File: config.mk
export PLATFORM = sky130hd
export DESIGN_NAME = msu_sq_sequencer_flat
export DESIGN_NICKNAME = d
export VERILOG_FILES = /design/src/rtl/msu_sq_sequencer_if.sv /design/src/rtl/msu_sq_sequencer.sv /design/src/flat_wrapper.sv
export SDC_FILE = /design/constraint.sdc
export NUM_CORES = 1
export LEC_CHECK = 0
export BUFFER_PORTS_ARGS = -buffer_cell sky130_fd_sc_hd__buf_4
export CAP_MARGIN = 20
export CORE_AREA = 2 2 500 502
export DETAILED_ROUTE_END_ITERATION = 10
export DIE_AREA = 0 0 502 504
export GPL_ROUTABILITY_DRIVEN = 1
export SYNTH_ARGS = -nofsm -noshare
export SYNTH_HDL_FRONTEND = slang
export SYNTH_SLANG_ARGS = --single-unit
export TNS_END_PERCENT = 20
File: constraint.sdc
create_clock -name clk -period 3.6 [get_ports clk]
set_input_delay 0.18 -clock clk [delete_from_list [all_inputs] [get_ports clk]]
set_output_delay 0.18 -clock clk [all_outputs]
set_load 0.01 [all_outputs]
File: src/rtl/msu_sq_sequencer_if.sv
// Job, datapath and result handshake bundle for the squaring-unit sequencer.
// The slave modport is the sequencer's view; the master modport is the environment's.
interface msu_sq_sequencer_if #(
   parameter int unsigned TotalBits = 289,
   parameter int unsigned IterBits  = 64
);

   logic                 start_valid_i;
   logic                 start_ready_o;
   logic [TotalBits-1:0] sq_in_i;
   logic [IterBits-1:0]  iters_i;
   logic                 abort_i;
   logic                 sq_start_o;
   logic [TotalBits-1:0] sq_data_o;
   logic                 sq_valid_i;
   logic [TotalBits-1:0] sq_result_i;
   logic                 out_valid_o;
   logic                 out_ready_i;
   logic [TotalBits-1:0] sq_out_o;
   logic [IterBits-1:0]  iter_cnt_o;
   logic                 busy_o;
   logic                 err_o;

   modport slave (
      input  start_valid_i, sq_in_i, iters_i, abort_i, sq_valid_i, sq_result_i, out_ready_i,
      output start_ready_o, sq_start_o, sq_data_o, out_valid_o, sq_out_o, iter_cnt_o,
             busy_o, err_o
   );

   modport master (
      output start_valid_i, sq_in_i, iters_i, abort_i, sq_valid_i, sq_result_i, out_ready_i,
      input  start_ready_o, sq_start_o, sq_data_o, out_valid_o, sq_out_o, iter_cnt_o,
             busy_o, err_o
   );

endinterface

File: src/rtl/msu_sq_sequencer.sv
// Repeated-squaring sequencer: computes x0^(2^T) by launching T squarings on an
// external datapath one at a time, with abort, drain and stray-result error tracking.
module msu_sq_sequencer #(
   parameter int unsigned TotalBits = 289,
   parameter int unsigned IterBits  = 64
) (
   input logic               clk,
   input logic               reset_n,
   msu_sq_sequencer_if.slave bus
);

   typedef enum logic [2:0] {
      IDLE  = 3'd0,
      ISSUE = 3'd1,
      WAIT  = 3'd2,
      DRAIN = 3'd3,
      DONE  = 3'd4
   } stateE;

   stateE                stateQ,    stateNext;
   logic [TotalBits-1:0] valueQ,    valueNext;
   logic [IterBits-1:0]  targetQ,   targetNext;
   logic [IterBits-1:0]  iterCntQ,  iterCntNext;
   logic                 errQ,      errNext;

   // Datapath result is registered on entry, giving the L+2 launch-to-launch cadence.
   logic                 sqValidQ;
   logic [TotalBits-1:0] sqResultQ;

   logic [IterBits-1:0]  iterInc;
   logic                 strayValid;

   assign iterInc    = iterCntQ + IterBits'(1);
   assign strayValid = sqValidQ && ((stateQ == IDLE) || (stateQ == ISSUE) || (stateQ == DONE));

   // State and datapath registers
   always_ff @(posedge clk) begin
      if (!reset_n) begin
         stateQ    <= IDLE;
         valueQ    <= '0;
         targetQ   <= '0;
         iterCntQ  <= '0;
         errQ      <= 1'b0;
         sqValidQ  <= 1'b0;
         sqResultQ <= '0;
      end else begin
         stateQ    <= stateNext;
         valueQ    <= valueNext;
         targetQ   <= targetNext;
         iterCntQ  <= iterCntNext;
         errQ      <= errNext;
         sqValidQ  <= bus.sq_valid_i;
         sqResultQ <= bus.sq_result_i;
      end
   end

   // Next-state and register-update logic
   always_comb begin
      stateNext   = stateQ;
      valueNext   = valueQ;
      targetNext  = targetQ;
      iterCntNext = iterCntQ;
      errNext     = errQ;

      case (stateQ)
         IDLE: begin
            if (bus.start_valid_i) begin
               valueNext   = bus.sq_in_i;
               targetNext  = bus.iters_i;
               iterCntNext = '0;
               errNext     = 1'b0;
               stateNext   = (bus.iters_i == '0) ? DONE : ISSUE;
            end
         end
         ISSUE: begin
            stateNext = bus.abort_i ? IDLE : WAIT;
         end
         WAIT: begin
            if (sqValidQ) begin
               if (bus.abort_i) begin
                  stateNext = IDLE;
               end else begin
                  valueNext   = sqResultQ;
                  iterCntNext = iterInc;
                  stateNext   = (iterInc == targetQ) ? DONE : ISSUE;
               end
            end else if (bus.abort_i) begin
               stateNext = DRAIN;
            end
         end
         DRAIN: begin
            if (sqValidQ) begin
               stateNext = IDLE;
            end
         end
         DONE: begin
            if (bus.out_ready_i) begin
               stateNext = IDLE;
            end
         end
         default: begin
            stateNext = IDLE;
         end
      endcase

      // A result with no launch outstanding is an error, even on an accept cycle.
      if (strayValid) begin
         errNext = 1'b1;
      end
   end

   // Outputs are decodes of registered state; the launch pulse is gated by abort.
   assign bus.start_ready_o = (stateQ == IDLE);
   assign bus.busy_o        = (stateQ != IDLE);
   assign bus.out_valid_o   = (stateQ == DONE);
   assign bus.sq_start_o    = (stateQ == ISSUE) && !bus.abort_i;
   assign bus.sq_data_o     = valueQ;
   assign bus.sq_out_o      = valueQ;
   assign bus.iter_cnt_o    = iterCntQ;
   assign bus.err_o         = errQ;

endmodule
File: src/flat_wrapper.sv
// flat-port wrapper written by rule: the top's interface ports become plain ports
module msu_sq_sequencer_flat 
#(
   parameter int unsigned TotalBits = 289,
   parameter int unsigned IterBits  = 64
)
  (clk, reset_n, bus_start_valid_i, bus_sq_in_i, bus_iters_i, bus_abort_i, bus_sq_valid_i, bus_sq_result_i, bus_out_ready_i, bus_start_ready_o, bus_sq_start_o, bus_sq_data_o, bus_out_valid_o, bus_sq_out_o, bus_iter_cnt_o, bus_busy_o, bus_err_o);
  msu_sq_sequencer_if #(.TotalBits(TotalBits), .IterBits(IterBits)) bus_i ();
  input logic clk;
  input logic reset_n;
  input wire logic [$bits(bus_i.start_valid_i)-1:0] bus_start_valid_i;
  input wire logic [$bits(bus_i.sq_in_i)-1:0] bus_sq_in_i;
  input wire logic [$bits(bus_i.iters_i)-1:0] bus_iters_i;
  input wire logic [$bits(bus_i.abort_i)-1:0] bus_abort_i;
  input wire logic [$bits(bus_i.sq_valid_i)-1:0] bus_sq_valid_i;
  input wire logic [$bits(bus_i.sq_result_i)-1:0] bus_sq_result_i;
  input wire logic [$bits(bus_i.out_ready_i)-1:0] bus_out_ready_i;
  output wire logic [$bits(bus_i.start_ready_o)-1:0] bus_start_ready_o;
  output wire logic [$bits(bus_i.sq_start_o)-1:0] bus_sq_start_o;
  output wire logic [$bits(bus_i.sq_data_o)-1:0] bus_sq_data_o;
  output wire logic [$bits(bus_i.out_valid_o)-1:0] bus_out_valid_o;
  output wire logic [$bits(bus_i.sq_out_o)-1:0] bus_sq_out_o;
  output wire logic [$bits(bus_i.iter_cnt_o)-1:0] bus_iter_cnt_o;
  output wire logic [$bits(bus_i.busy_o)-1:0] bus_busy_o;
  output wire logic [$bits(bus_i.err_o)-1:0] bus_err_o;
  assign bus_i.start_valid_i = bus_start_valid_i;
  assign bus_i.sq_in_i = bus_sq_in_i;
  assign bus_i.iters_i = bus_iters_i;
  assign bus_i.abort_i = bus_abort_i;
  assign bus_i.sq_valid_i = bus_sq_valid_i;
  assign bus_i.sq_result_i = bus_sq_result_i;
  assign bus_i.out_ready_i = bus_out_ready_i;
  assign bus_start_ready_o = bus_i.start_ready_o;
  assign bus_sq_start_o = bus_i.sq_start_o;
  assign bus_sq_data_o = bus_i.sq_data_o;
  assign bus_out_valid_o = bus_i.out_valid_o;
  assign bus_sq_out_o = bus_i.sq_out_o;
  assign bus_iter_cnt_o = bus_i.iter_cnt_o;
  assign bus_busy_o = bus_i.busy_o;
  assign bus_err_o = bus_i.err_o;
  msu_sq_sequencer #(.TotalBits(TotalBits), .IterBits(IterBits)) u_core (.clk(clk), .reset_n(reset_n), .bus(bus_i));
endmodule
== After elaboration in Yosys (flattened, before gate mapping) ==
Index checks and enable logic that the tools add are counted.
Cells by class
  add/subtract/negate cells: 1
  $mul: 0
  divide/modulo/power cells: 0
  order comparisons: 0
  equal/unequal tests: 11
  shifts and indexed selects: 0
  muxes and demuxes: 21
  bitwise operators: 0
  reductions and logical operators: 15
Operators by type and width (number)
  $mux 289: 3
  $pmux 289 s2: 1
  $mux 64: 3
  $pmux 64 s2: 1
  $add 64x1->64 const B: 1
  $eq 64x64->1: 1
  $logic_not 64->1: 1
  $mux 3: 8
  $pmux 3 s5: 1
  $reduce_and 4->1: 2
  $eq 3x2->1 const B: 2
  $ne 2x2->1 const B: 3
  $reduce_bool 2->1: 3
  $ne 2x1->1 const B: 2
  $reduce_and 2->1: 2
  $eq 3x1->1 const B: 1
  $eq 3x3->1 const B: 1
  $logic_not 3->1: 1
  $mux 1: 3
  $ne 3x2->1 const B: 1
  $reduce_bool 3->1: 1
  $logic_and 1x1->1: 2
  $logic_or 1x1->1: 2
  $mux 2: 1
  $logic_not 1->1: 1
Storage, ports and cells
  flip-flop bits (word level): 711
  latch bits: 0
  bits in writable memories: 0
  memory bits (read-only): 0
  input port bits: 648
  output and inout port bits: 647
  word-level logic and storage cells: 55
  memories kept: 0

== Logic depth before layout (Yosys ltp) ==
Gate-level depths: netlist of run 1.
  depth after elaboration: 6
  gate-level depth with buffers: 12
  gate-level depth less buffers: 10

== Least setup slack after synthesis of run 1 ==
No wires, ideal clock.
  kind: register to register
  start point: reg u_core.iterCntQ[0], in the netlist u_core.bus.iter_cnt_o[0]
  end point: reg u_core.stateQ[0]
  library setup time: 0.115 ns
  data arrival time: 3.160 ns
  slack: 0.325 ns
  cell stages (with the launch flop): 11
  path buffers: 1
  period minus slack after synthesis: 3.275 ns
  cells stage by stage: dfxtp_1 clkbuf_2 nand4_2 nor4_2 nand3_1 or4_1 xnor2_1 or4_1 nor4_2 a21oi_1 o2bb2a_4
On the way
  word-level cells in the longest chain between the ends: 6
RTL lines
  start, declared: RTL line msu_sq_sequencer.sv:23  | logic [IterBits-1:0] iterCntQ, iterCntNext;
  start signal, assigned: RTL line msu_sq_sequencer.sv:50  | iterCntQ <= iterCntNext;
  $add 64x1->64: RTL line msu_sq_sequencer.sv:33  | assign iterInc = iterCntQ + IterBits'(1);
  $eq 64x64->1: RTL line msu_sq_sequencer.sv:85  | stateNext = (iterInc == targetQ) ? DONE : ISSUE;
  $mux 3: RTL line msu_sq_sequencer.sv:85
  $mux 3: RTL line msu_sq_sequencer.sv:80  | if (bus.abort_i) begin
  $mux 3: RTL line msu_sq_sequencer.sv:79  | if (sqValidQ) begin
  $pmux 3 s5: RTL line msu_sq_sequencer.sv:65  | case (stateQ)
  end signal, assigned: RTL line msu_sq_sequencer.sv:47  | stateQ <= stateNext;
  end, declared: RTL line msu_sq_sequencer.sv:20  | stateE stateQ, stateNext;
Every way passes these cells.
A chain may end at the register's enable or synchronous reset.

== Worst setup path after layout of run 1 ==
Ends and elaborated chain as after synthesis.

==> summary.txt, run 1 <==
Worst setup path
  • Cell at the slowest stage of the critical path: or4_1
  • R2R Path Start: u_core.bus.iter_cnt_o[0]
  • Startpoint Class: flip-flop
  • Critical path endpoint category: flip-flop
  • CP delay by family, top: simple AND/OR/NAND/NOR gates
  • CP Class: reg -> reg
  • WP buf/inv: 4
  • Critical Path Fanout Max: 7
  • Critical path arrival: just over 4000 ps
  • Crit path largest cell delay: between 400 and 500 ps
  • Worst Setup SP: u_core.bus.iter_cnt_o[0]
  • CP most frequent cell: buf_4
  • Required @ worst endpoint: roughly 4200 ps
  • Worst path cell trace: ha_1 > nand4_1 > buf_4 > buf_4 > nor3_1 > buf_4 > nand4_1 > o31ai_2 > o211ai_1 > or4_1 > nor4_4 > buf_4 > a21oi_1 > o2bb2a_4

Synth
  • Commonest register cell after synthesis: dfxtp_1
  • Syn_nets: roughly 4300
  • Mapped Area: 30400 um2
  • Cell count after synthesis: between 3000 and 4000
  • Count of flip-flops with a built-in enable after synthesis: 0
  • Synth Register Bits: just over 700
  • Yosys Warn Count: 0
  • Syn_area_per_cell: around 8.3 um2
  • Fraction of registers with async set/reset: 0%
  • Synth unique cells: 68
  • Sequential-to-total area share from yosys stat: 46.9%

Routing
  • Antenna-violating nets left: 0
  • DR iter-0 viols: about 2800
  • Vias after detailed routing: 34500
  • Drt total wl: roughly 220000 um
  • DRT Pass-1 Iters: 6
  • DRC viols: 0
  • Vias per cell: ~3.9
  • Wirelength per Cell: ~25 um

STA
  • Minimum clock period: between 3000 and 4000 ps
  • Post-route setup slack: about 110 ps
  • Setup TNS: 0 ps
  • Hold Fails Final Rpt: 0
  • Hold slack: 208 ps
  • Tcrit/Tclk final: a little over nine tenths
  • Worst-Margin Slew: 1010 ps
  • Rel. slew slack: 32.3%
  • Slew Limit Fails: 0
  • FMAX: about 290 MHz
  • Clk_skew: approximately 35 ps
  • Final setup fails: 0

Floorplanning
  • Die area: about 250000 um2
  • Horiz. Die Dim: approximately 500 um
  • Ports: roughly 1300
  • Placeable Area: around 250000 um2
  • Chip height: 504 um
  • Initial Utilization: between 10% and 20%
  • Rows: 183

Global route
  • First-pass GRT wire length: between 200000 and 300000 um
  • Initial antenna violation count: 44
  • Largest net degree at the start of global routing: between 150 and 200
  • Total global-route track usage: 16.4%
  • Remaining global-route overflow: 0
  • Number of global-route vias before repair: roughly 34000

Clocking
  • Clock-pin slew on the worst setup and hold paths: 60 ps
  • Root buf cell: clkbuf_16
  • TritonCTS clock tree: yes
  • CTS Buffer Depth: 3
  • Clock Sinks: between 700 and 800
  • H-tree level count: 3
  • Clock Latency Late Sink: 720 ps
  • Number of CTS-inserted buffers: 89

Placed design
  • Hpwl dp: 177000 um
  • Dpl cell area: 42900 um2
  • Routability cong.: around 1
  • Setup WS pre-CTS: about 39 ps
  • IO Port Bufs: about 1300

Status
  • Outcome: finished clean

Finish
  • Area grow syn2layout: 74.4%
  • Final net count: between 6000 and 7000
  • Share of cells above drive strength 1: 31.1%
  • Final Instance Area: between 50000 and 60000 um2

Pwr
  • Max VDD drop: between 0.3 and 0.4 mV
  • Cell Pwr Density: 466 nW/um2
  • Leakage power: 22.3 nW

Hold path
  • Hold path startpoint: bus_sq_result_i[17]
  • Worst hold-check path type: in -> reg

Job
  • Max Cap Viol: 0
-- final cells by class --
cell class | instances | area [um2]
diodes | 20 | 50.0
clock buffers | 124 | 2590
clock inverters | 35 | 430
fillers | 27100 | 195000
inverters | 6 | 30.0
multi-input cells | 2372 | 12900
flip-flops and latches | 711 | 14200
well taps | 3330 | 4170
repair buffers | 2206 | 18500
-- timing repair --
| item | in CTS | in global routing |
|---|---|---|
| hold buffers | 690 | 0 |
| resized for setup | 0 | 7 |
| endpoints found under the setup margin | 0 | 2 |
| buffers inserted | 0 | 2 |
| endpoints found under the hold margin | 648 | 0 |
-- Yosys cell counts, types with 3 or more instances --
cell type | count | area (um2)
nor3_1 | 47 | 235
o21a_1 | 3 | 22.5
xnor2_1 | 53 | 464
or4_1 | 17 | 128
nand3_1 | 44 | 220
o211ai_1 | 6 | 45.0
and4_1 | 18 | 158
dfxtp_1 | 711 | 14200
a31oi_1 | 8 | 50.1
clkbuf_2 | 3 | 15.0
nand4b_1 | 8 | 70.1
nand2_1 | 799 | 3000
xor2_1 | 34 | 298
nor3b_1 | 3 | 22.5
and3_1 | 15 | 93.8
a21oi_1 | 143 | 716
nor2_1 | 367 | 1380
buf_1 | 5 | 18.8
nor4_1 | 37 | 231
buf_4 | 290 | 2180
or2_2 | 4 | 25.0
buf_2 | 17 | 85.1
a311oi_1 | 296 | 2590
nand3b_1 | 3 | 22.5
clkbuf_1 | 256 | 961
nor2b_1 | 5 | 31.3
mux2i_1 | 3 | 30.0
inv_1 | 6 | 22.5
o2111ai_1 | 4 | 35.0
or3_1 | 15 | 93.8
and2_1 | 301 | 1880
o22ai_1 | 3 | 18.8
o31ai_1 | 5 | 37.5
nand4_1 | 37 | 231
a211oi_1 | 3 | 22.5
nor4_2 | 3 | 37.5
o21ai_0 | 46 | 230
-- final timing paths --
| kind | to | slack [ps] | cells after the start |
|---|---|---|---|
| worst max-delay path | u_core.stateQ[0] | 110 | 14 |
| worst min-delay path | u_core.sqResultQ[17] | 210 | 3 |
| worst max register to register | u_core.stateQ[0] | 110 | 14 |
| worst min register to register | u_core.bus.sq_data_o[77] | 450 | 2 |
-- power breakdown --
| group | switching, mW | leakage (nW) | internal (mW) |
|---|---|---|---|
| combinational | 3.21 | 14.9 | 2.71 |
| clock | 3.99 | 1.47 | 5.49 |
| sequential | 0.743 | 5.89 | 8.54 |
-- logic make-up after synthesis --
| kind of cell | count (synthesis) | synth area share, % |
|---|---|---|
| adders and majority gates | 1 | 0.0412 |
| AOI/OAI and AO/OA | 537 | 13.0 |
| DFF | 711 | 46.9 |
| muxes | 4 | 0.136 |
| buffers and inverters | 577 | 10.8 |
| xor gates and xnor gates | 87 | 2.51 |
| and+or+nand+nor | 1743 | 26.7 |
-- sequential cells by signal, indices dropped and copies added (netlist names) --
register	cells
u_core.stateQ	3
u_core.bus.sq_data_o	289
u_core.sqValidQ	1
u_core.bus.err_o	1
u_core.sqResultQ	289
u_core.bus.iter_cnt_o	64
u_core.targetQ	64
-- worst reg2reg max path: cells and delay by family (launching register included) --
kind / cells / cell delay (ps)
flops: 1 / 380
buf+inv: 4 / 670
fa+ha+maj: 1 / 290
simple gates: 5 / 1260
compound gates: 4 / 790
-- layout by cell type (no fill, tap or decap), types with 53 or more instances in the layout --
master | synthesis | layout
xnor2_1 | 53 | 53
and2_1 | 301 | 300
a21oi_1 | 143 | 143
clkbuf_16 | 0 | 91
nand2_1 | 799 | 796
a311oi_1 | 296 | 296
dfxtp_1 | 711 | 710
buf_4 | 290 | 1496
dlygate4sd3_1 | 0 | 690
nor2_1 | 367 | 366
-- metrics by stage --
stage	util [%]	total power, mW	cells
after detailed placement	17.4	14.7	7933
after floorplan	-	11.6	3660
after global placement	17.4	14.7	7933
after global routing	21.4	25.7	8794
after CTS	21.4	25.0	8782
final	21.4	24.7	8804
-- per-layer routing --
metal / GRT usage, % / share of wire (%) / routed length (um) / vias up
met5: 0 / 0.023 / 49 / -
met4: 7.05 / 4.5 / 9680 / 8
met3: 5.94 / 11 / 23600 / 311
met2: 26.4 / 45 / 98400 / 1818
met1: 19.4 / 39 / 85700 / 16700
li1: - / - / - / 15700
No activity file was read; power rests on OpenSTA's default activity.
==> inputs of run 2 (changes only) <==
--- a/config.mk
+++ b/config.mk
@@ -7,9 +7,9 @@
 export LEC_CHECK = 0
 export BUFFER_PORTS_ARGS = -buffer_cell sky130_fd_sc_hd__buf_4
 export CAP_MARGIN = 20
-export CORE_AREA = 2 2 500 502
+export CORE_AREA = 2 2 511 513
 export DETAILED_ROUTE_END_ITERATION = 10
-export DIE_AREA = 0 0 502 504
+export DIE_AREA = 0 0 513 515
 export GPL_ROUTABILITY_DRIVEN = 1
 export SYNTH_ARGS = -nofsm -noshare
 export SYNTH_HDL_FRONTEND = slang
==> summary.txt, run 2 (synthesis gave the netlist of run 1 again) <==
Status
  • Outcome: finished clean

Placed design
  • Routability cong.: roughly 0.95
  • Hpwl dp: just under 200000 um
  • IO Port Bufs: approximately 1300
  • Post-Place Cells: slightly below 8000
  • Setup WS pre-CTS: roughly 210 ps

Worst setup path
  • Critical path depth: 11
  • Cell at the slowest stage of the critical path: or4_1
  • Crit path largest cell delay: slightly below 600 ps
  • Critical Path Fanout Max: 7
  • Required @ worst endpoint: approximately 4200 ps
  • Worst Setup EP: u_core.stateQ[0]
  • Worst reg-to-reg setup slack: 130 ps
  • CP delay by family, top: simple AND/OR/NAND/NOR gates
  • Worst path cell trace: nand4_2 > nor4_2 > buf_4 > nand3_1 > or4_1 > xnor2_1 > or4_1 > nor4_2 > buf_4 > a21oi_1 > o2bb2a_4
  • Critical path arrival: 4080 ps
  • Startpoint Class: flip-flop
  • CP Class: reg -> reg
  • FF-to-FF path depth: 11
  • Critical path endpoint category: flip-flop
  • RR Endpoint: u_core.stateQ[0]
  • R2R Path Start: u_core.bus.iter_cnt_o[1]
  • WP buf/inv: 2
  • Worst Setup SP: u_core.bus.iter_cnt_o[1]

Clocking
  • CTS Buffer Depth: 3
  • Number of CTS-inserted buffers: 90
  • Root buf cell: clkbuf_16
  • Clock Sinks: between 700 and 800
  • TritonCTS clock tree: yes
  • H-tree level count: 3
  • Clock-pin slew on the worst setup and hold paths: around 60 ps
  • Clock Latency Late Sink: ~720 ps

Routing
  • DRC viols: 0
  • Wirelength per Cell: around 27 um
  • Antenna-violating nets left: 0
  • DR iter-0 viols: ~2900
  • Vias per cell: between 3 and 4
  • DRT Pass-1 Iters: 6
  • Drt total wl: 241000 um
  • Vias after detailed routing: between 30000 and 40000

Pwr
  • Clock power frac: between 40% and 50%
  • Seq pwr share: roughly 36%
  • P_int: around 17 mW
  • Leakage power: roughly 22 nW
  • Max VDD drop: 0.363 mV
  • Cell Pwr Density: 488 nW/um2
  • Logic pwr share: about a quarter
  • Sw frac: 32.0%
  • Power consumption: around 26 mW
  • Psw: 8.21 mW

Finish
  • Share of cells above drive strength 1: 30.6%
  • Area grow syn2layout: 73.1%
  • Most common cell after layout, fill and taps aside: buf_4
  • Final net count: a little under 6000
  • Most frequent cells in the layout: 1436 x buf_4, 796 x nand2_1, 711 x dfxtp_1
  • Util after Layout: between 20% and 30%
  • Final cell count without fillers: between 8000 and 9000

Global route
  • First-pass GRT wire length: 309000 um
  • Total global-route track usage: roughly 17%
  • Initial antenna violation count: approximately 140
  • Largest net degree at the start of global routing: 133
  • Remaining global-route overflow: 0
  • Number of global-route vias before repair: roughly 32000

Floorplanning
  • Chip height: 515 um
  • Ports: 1295
  • Initial Utilization: 11.8%
  • Horiz. Die Dim: 513 um
  • Rows: around 190
  • Die area: 264000 um2
  • Placeable Area: between 200000 and 300000 um2

STA
  • Setup TNS: 0 ps
  • Minimum clock period: approximately 3500 ps
  • Hold Fails Final Rpt: 0
  • Rel. slew slack: 19.3%
  • Worst-Margin Slew: 1210 ps
  • Clk_skew: 29.1 ps
  • Unrepaired setup endpoints after global routing: false
  • Final setup fails: 0
  • Post-route setup slack: 126 ps
  • FMAX: around 290 MHz
  • Slew Limit Fails: 0
  • Tcrit/Tclk final: about 96%

Job
  • Max Cap Viol: 0

Hold path
  • Worst hold-check path type: in -> reg
run 2: how the worst min path moves through the flow:
stage	start	endpoint	slack, ps	depth (start not counted)
after floorplan	bus_sq_result_i[228]	u_core.sqResultQ[228]	300	1
after global routing	bus_sq_result_i[159]	u_core.sqResultQ[159]	140	3
final	bus_sq_result_i[18]	u_core.sqResultQ[18]	200	3
after CTS	bus_sq_result_i[157]	u_core.sqResultQ[157]	100	3
after global placement	bus_sq_result_i[222]	u_core.sqResultQ[222]	390	2
after detailed placement	bus_sq_result_i[45]	u_core.sqResultQ[45]	390	2
run 2: layer usage:
metal,vias to the layer above,track usage [%],part of all wire (%)
met2,1731,26.6,43
met3,429,9.89,14
met1,16200,19.7,38
met4,72,7.13,4.5
li1,15500,-,-
met5,-,0.858,0.32
run 2: power groups by stage:
stage	clock network (mW)	logic, mW	registers [mW]
finish	10.4	6.07	9.21
global route	11.0	6.54	9.27
CTS	10.7	6.18	9.20
detailed placement	0	5.45	9.37
global placement	0	5.44	9.35
floorplan	0	2.31	9.26
run 2: through the flow:
stage | cell area (um2) | hold WS, ps
final | 52600 | 203
after global placement | 42500 | 387
after CTS | 52400 | 103
after global routing | 52500 | 143
after floorplan | 30400 | 302
after detailed placement | 42500 | 392
run 2: layout make-up:
| cell class | instances | area (um2) |
|---|---|---|
| Clock buffer | 117 | 2520 |
| Sequential cell | 711 | 14200 |
| Multi-Input combinational cell | 2372 | 12900 |
| Timing Repair Buffer | 2104 | 17600 |
| Clock inverter | 49 | 812 |
| Fill cell | 28600 | 206000 |
| Tap cell | 3402 | 4260 |
| Inverter | 6 | 30.0 |
| Antenna cell | 66 | 165 |
run 2: tightest hold or removal path: stages:
cell and delay [ps]:
dlygate4sd3_1 520, buf_4 90, and2_1 110
run 2: repair_timing:
item,4_1_cts,5_1_grt
gates resized for setup,0,3
endpoints found under the setup margin,0,1
hold buffers,651,0
buffers inserted,0,0
hold endpoints to repair,650,0
